===== src/rtl/ram_dma_pkg.sv =====
// rtl/ram_dma_pkg.sv - shared state encoding and RAM geometry for ram_dma
package ram_dma_pkg;

   localparam int DEF_DW = 16;
   localparam int DEF_AW = 13;

   typedef enum logic [1:0] {
      IDLE = 2'd0,
      RD   = 2'd1,
      WR   = 2'd2,
      DONE = 2'd3
   } state_t;

endpackage


===== src/rtl/ram_dma.sv =====
// rtl/ram_dma.sv - block copy engine on the single-port data RAM port
// Optional fill mode is built only when RAM_DMA_FILL_EN is defined.
module ram_dma
   import ram_dma_pkg::*;
#(
   parameter int DW = DEF_DW,
   parameter int AW = DEF_AW
) (
   input  logic          clk,
   input  logic          rst,
   input  logic          start,
   input  logic [AW-1:0] src,
   input  logic [AW-1:0] dst,
   input  logic [AW-1:0] len,
   input  logic          fill,
   input  logic [DW-1:0] fill_val,
   output logic          busy,
   output logic          done,
   output logic [AW-1:0] mem_addr,
   output logic [DW-1:0] mem_din,
   output logic          mem_we,
   input  logic [DW-1:0] mem_dout
);

   state_t        state, state_n;
   logic [AW-1:0] src_q, src_n;
   logic [AW-1:0] dst_q, dst_n;
   logic [AW-1:0] cnt_q, cnt_n;
   logic [AW-1:0] addr_n;
   logic          we_n;
   logic          fill_mode;
   logic          start_fill;

`ifdef RAM_DMA_FILL_EN
   logic          fill_q, fill_n;
   logic [DW-1:0] fval_q, fval_n;

   always_comb begin
      fill_n = fill_q;
      fval_n = fval_q;
      if (state == IDLE && start) begin
         fill_n = fill;
         fval_n = fill_val;
      end
   end

   always_ff @(posedge clk) begin
      if (rst) begin
         fill_q <= 1'b0;
         fval_q <= '0;
      end else begin
         fill_q <= fill_n;
         fval_q <= fval_n;
      end
   end

   assign fill_mode  = fill_q;
   assign start_fill = fill;
   assign mem_din    = fill_q ? fval_q : mem_dout;
`else
   logic unused_fill;
   assign unused_fill = ^{fill, fill_val};
   assign fill_mode   = 1'b0;
   assign start_fill  = 1'b0;
   assign mem_din     = mem_dout;
`endif

   always_comb begin
      state_n = state;
      src_n   = src_q;
      dst_n   = dst_q;
      cnt_n   = cnt_q;
      case (state)
         IDLE: begin
            if (start) begin
               src_n = src;
               dst_n = dst;
               cnt_n = len;
               if (len == '0)
                  state_n = DONE;
               else if (start_fill)
                  state_n = WR;
               else
                  state_n = RD;
            end
         end
         RD: state_n = WR;
         WR: begin
            src_n = src_q + AW'(1);
            dst_n = dst_q + AW'(1);
            cnt_n = cnt_q - AW'(1);
            if (cnt_q == AW'(1))
               state_n = DONE;
            else if (fill_mode)
               state_n = WR;
            else
               state_n = RD;
         end
         DONE:    state_n = IDLE;
         default: state_n = IDLE;
      endcase
   end

   // Address and write enable are registered, so they are derived from the next state
   always_comb begin
      we_n   = (state_n == WR);
      addr_n = mem_addr;
      if (state_n == RD)
         addr_n = src_n;
      else if (state_n == WR)
         addr_n = dst_n;
   end

   always_ff @(posedge clk) begin
      if (rst) begin
         state    <= IDLE;
         src_q    <= '0;
         dst_q    <= '0;
         cnt_q    <= '0;
         mem_addr <= '0;
         mem_we   <= 1'b0;
      end else begin
         state    <= state_n;
         src_q    <= src_n;
         dst_q    <= dst_n;
         cnt_q    <= cnt_n;
         mem_addr <= addr_n;
         mem_we   <= we_n;
      end
   end

   assign busy = (state == RD) || (state == WR);
   assign done = (state == DONE);

endmodule


===== config.mk =====
export PLATFORM = sky130hd
export DESIGN_NAME = ram_dma
export DESIGN_NICKNAME = d
export VERILOG_FILES = /design/src/rtl/ram_dma_pkg.sv /design/src/rtl/ram_dma.sv
export SDC_FILE = /design/constraint.sdc
export NUM_CORES = 1
export LEC_CHECK = 0
export BUFFER_PORTS_ARGS = -buffer_cell sky130_fd_sc_hd__buf_2
export CORE_UTILIZATION = 46
export DETAILED_ROUTE_END_ITERATION = 10
export PLACE_DENSITY_LB_ADDON = 0.08
export SYNTH_ARGS = -nofsm -noshare
export SYNTH_HDL_FRONTEND = slang
export SYNTH_SLANG_ARGS = --single-unit

===== constraint.sdc =====
create_clock -name clk -period 2.75 [get_ports clk]
set_input_delay 0.825 -clock clk [delete_from_list [all_inputs] [get_ports clk]]
set_output_delay 0.825 -clock clk [all_outputs]
set_load 0.005 [all_outputs]

Word level (Yosys, flattened, before mapping):

Cells that the tools add are included.

* output and inout bits: 32
* logic and storage cells: 34
* register bits: 55
* input port bits: 75

* eq/ne operators: 7
* $add $sub $neg: 3
* muxes and demuxes: 12
* reductions and logical operators: 6

Operators by type and width (count)
* case mux 13 bit (2 select lines): 3
* 2-to-1 mux 13 bit: 5
* adder 13 x 1 -> 13 bit (second input constant): 2
* == test 13 x 1 -> 1 bit (second input constant): 1
* logical NOT 13 bit: 1
* subtractor 13 x 1 -> 13 bit (second input constant): 1
* case mux 2 bit (4 select lines): 1
* == test 2 bit (second input constant): 3
* 2-to-1 mux 2 bit: 3
* == test 2 x 1 -> 1 bit (second input constant): 2
* nonzero test 2 bit: 2
* logical NOT 2 bit: 1
* != test 2 bit (second input constant): 1
* AND reduction 2 bit: 1
* logical OR 1 bit: 1

Longest topological paths before layout:

* depth after elaboration: 7
* gate-level depth with buffers: 11
* depth with buffers taken out: 11

Worst setup path before layout:

No wires, ideal clock.

* path type: input -> register
* start point: input port len[10]
* end point: register mem_addr[10]
* arrival: 2723 ps
* stages: 7
* setup slack: -55 ps
* required time: 2667 ps
* library setup time: 83 ps
* path buffers: 1
* cells stage by stage: or4_1 -> nor4_1 -> a31oi_1 -> ha_1 -> or3_1 -> buf_1 -> o221ai_1

* cells in the longest elaborated chain, start to end: 6
* elaborated cells on any way between the ends: 8
* classes of those cells: 2 x eq/ne; 4 x mux; 2 x reduce/logical

Ends and longest elaborated chain
* start, declared: RTL line ram_dma.sv:14 `input logic [AW-1:0] len,`
* logical NOT 13 bit *: RTL line ram_dma.sv:79 `if (len == '0)`
* 2-to-1 mux 2 bit *: RTL line ram_dma.sv:79
* 2-to-1 mux 2 bit *: RTL line ram_dma.sv:75 `if (start) begin`
* case mux 2 bit (4 select lines) *: RTL line ram_dma.sv:73 `case (state)`
* == test 2 x 1 -> 1 bit or == test 2 bit (tied branches): RTL line ram_dma.sv:108, ram_dma.sv:110
* 2-to-1 mux 13 bit or nonzero test 2 bit (tied branches)
* end signal, assigned: RTL line ram_dma.sv:127 `mem_addr <= addr_n;`
* end, declared: RTL line ram_dma.sv:19 `output logic [AW-1:0] mem_addr,`

Every way passes the cells marked *; elsewhere a longest branch is shown, timed or not.
A chain may end at the register's enable or synchronous reset.

Final worst setup path:

* start point: input port len[10]
* end point: register mem_addr[8]

The elaborated chain is that of the path after synthesis.

==> results.md <==
- Internal: 0.00186 W
- Critical path type: in2reg
- Met3 routed wirelength: 587 um
- Yosys top cell by area: dfxtp_1
- Power density cells: 846 nW/um2
- Post-synth EDFFs: 0
- Setup TNS Final: 0 ns
- Top area cells in the synthesized netlist: dfxtp_1, a222oi_1, nor2_1
- Worst setup EP type: flop
- H-Tree Depth: 2
- Design Power: 0.00315 W
- Mapped cell area: 3220 um2
- Share of layout cells above drive strength 1: 0.262
- Yosys warns: 0
- Final-layout fill cell count: 676
- Top-area cell type share of the netlist area: 0.342
- #FFs+latches synth: 55
- Die area: 7330 um2
- Max Buffers Root-to-Sink: 2
- Setup violators final: 0
- Wirelength per Cell: 16.4 um
- Final net count: 515
- Hold path cells: 2
- CTS clock-pin slew for the worst setup and hold paths: 0.10 ns
- Routed WL: 8650 um
- R2R cell count: 10
- Core area: 6790 um2
- Leak: 1.50 nW
- Largest net degree at the start of global routing: 43
- Fin crit period: 2.62 ns
- Initial Util: 0.474
- TritonCTS clock tree: done
- Fin util: 0.549
- Rel. slew slack: 0.616
- Placer Congestion: 0.803
- Worst Path Arrival: 2.84 ns
- Combinational power share: 0.486
- Detail Placement HPWL: 6220 um
- Net Count, Synth: 467
- CTS Buf Count: 5
- Period utilization: 0.953
- Post-synth top cells: dfxtp_1, nor2_1, nand2_1
- Post-synth ARST share: 0
- Synth Instances: 382
- Slew @ Worst Pin: 0.571 ns
- First-pass GRT wire length: 13800 um
- Max Clock Skew: 0.00964 ns
- Worst VDD drop: 346 uV
- Drt pass-1 iters: 7
- Fmax: 382 MHz
- Most common cell in the netlist: dfxtp_1
- Vias in the first global route: 2758
- Final Hold Viols: 0
- Status: finished clean
- Clk sinks: 55
- Worst-path fanout max: 7
- CTS root buf: clkbuf_8
- Die width: 85.6 um
- Detailed-route via count: 3124
- Die height: 85.6 um
- Switch share: 0.412
- Yosys cell types: 59
- Overflow after GRT: 0
- Ports: 107
- DR iter-0 viols: 333
- Antenna-violating nets left: 0
- Reg power frac: 0.372
- Worst-skew pair later-pin latency: 0.31 ns
- Top sig layer: met4
- Worst Hold Class: reg2reg
- Num rows: 30
- Final-report max-slew violation count: 0
- Drt drc: 0
- CP required: 2.97 ns
- Synth Area per Inst: 8.42 um2
- I/O Buffers: 57
- Clock share of power: 0.141
- # Max-Cap Violations: 0
- Switching power: 0.00130 W
- Unrepaired setup endpoints after global routing: no
- Critical path startpoint category: input pin
- Total GRT Usage: 0.240
- Via density: 5.93
- Seq/Total Area, Yosys: 0.342
- Area Growth Syn to Fin: 15.8%
- WL met2: 3870 um
- # diodes: 0
- Initial antenna violation count: 0
- Met1 WL: 4090 um
- Post-synth top flop: dfxtp_1
cell type report:
| cell class | instances | area, um2 | share of cell area |
|---|---|---|---|
| repair buffers | 84 | 488 | 0.131 |
| inverters | 9 | 33.8 | 0.00906 |
| clock inverters | 3 | 15.0 | 0.00403 |
| clock buffers | 5 | 68.8 | 0.0185 |
| well taps | 96 | 120 | 0.0322 |
| multi-input cells | 275 | 1900 | 0.510 |
| flip-flops and latches | 55 | 1100 | 0.295 |
cells in the final DEF (no fill, tap or decap), drive strengths merged, types with 10 or more instances in the layout:
cell,Yosys,layout
nor3,10,10
nor2,50,50
dfxtp,55,55
a222oi,19,19
buf,28,84
xnor2,11,11
ha,10,10
nand3b,11,11
nand2,26,26
nand3,15,15
a21oi,21,21
metal layers:
metal,vias to the layer above,track usage
met5,-,0
met4,0,0.0636
li1,1525,-
met3,13,0.0366
met2,114,0.361
met1,1472,0.357
stage by stage:
stage	hold WS, ns	cell area, um2	instances	setup slack [ns]
finish	0.469	3730	527	0.130
global route	0.500	3730	527	0.0838
CTS	0.477	3700	527	0.0339
detailed placement	0.462	3600	519	-0.453
global placement	0.457	3600	519	-0.368
floorplan	0.458	3230	382	-0.00881
kinds of logic after synthesis:
group,after synthesis,synth area share
xor+xnor,18,0.0490
buf+inv,52,0.0855
compound gates,90,0.215
simple gates,151,0.248
flops,55,0.342
mux,6,0.0214
fa+ha+maj,10,0.0389
power by group through the flow:
stage	sequential, W	clock, W	combinational (W)
2_1_floorplan	0.00116	0	0.000991
3_3_place_gp	0.00119	0	0.00146
3_5_place_dp	0.00119	0	0.00147
4_1_cts	0.00117	0.000461	0.00149
5_1_grt	0.00120	0.000487	0.00169
6_report	0.00117	0.000446	0.00153
final timing paths:
check | from | end | slack [ns]
max | len[10] | mem_addr[8]$_SDFFE_PP0P_ | 0.13
max reg2reg | cnt_q[1]$_SDFFE_PP0P_ | mem_addr[8]$_SDFFE_PP0P_ | 0.35
min | mem_addr[1]$_SDFFE_PP0P_ | mem_addr[1]$_SDFFE_PP0P_ | 0.47
min reg2reg | mem_addr[1]$_SDFFE_PP0P_ | mem_addr[1]$_SDFFE_PP0P_ | 0.47
sequential cells by signal, summed over array words and instances, names as in the netlist:
signal and flops:
cnt_q 13, dst_q 13, mem_addr 13, mem_we 1, src_q 13, state 2
worst max-delay path, cell delays in order:
cell,delay [ns]
buf_2,0.11
or4_4,0.56
nor4_4,0.18
a31oi_2,0.16
ha_4,0.26
buf_4,0.16
or2_2,0.33
o32ai_1,0.26
timing repair:
action                     4_1_cts  5_1_grt
setup buffers                    0        0
resized for setup                4        3
hold buffers                     0        0
setup endpoints to repair       12        2
pin swaps                        0        0
No activity file was read; power rests on OpenSTA's default activity.
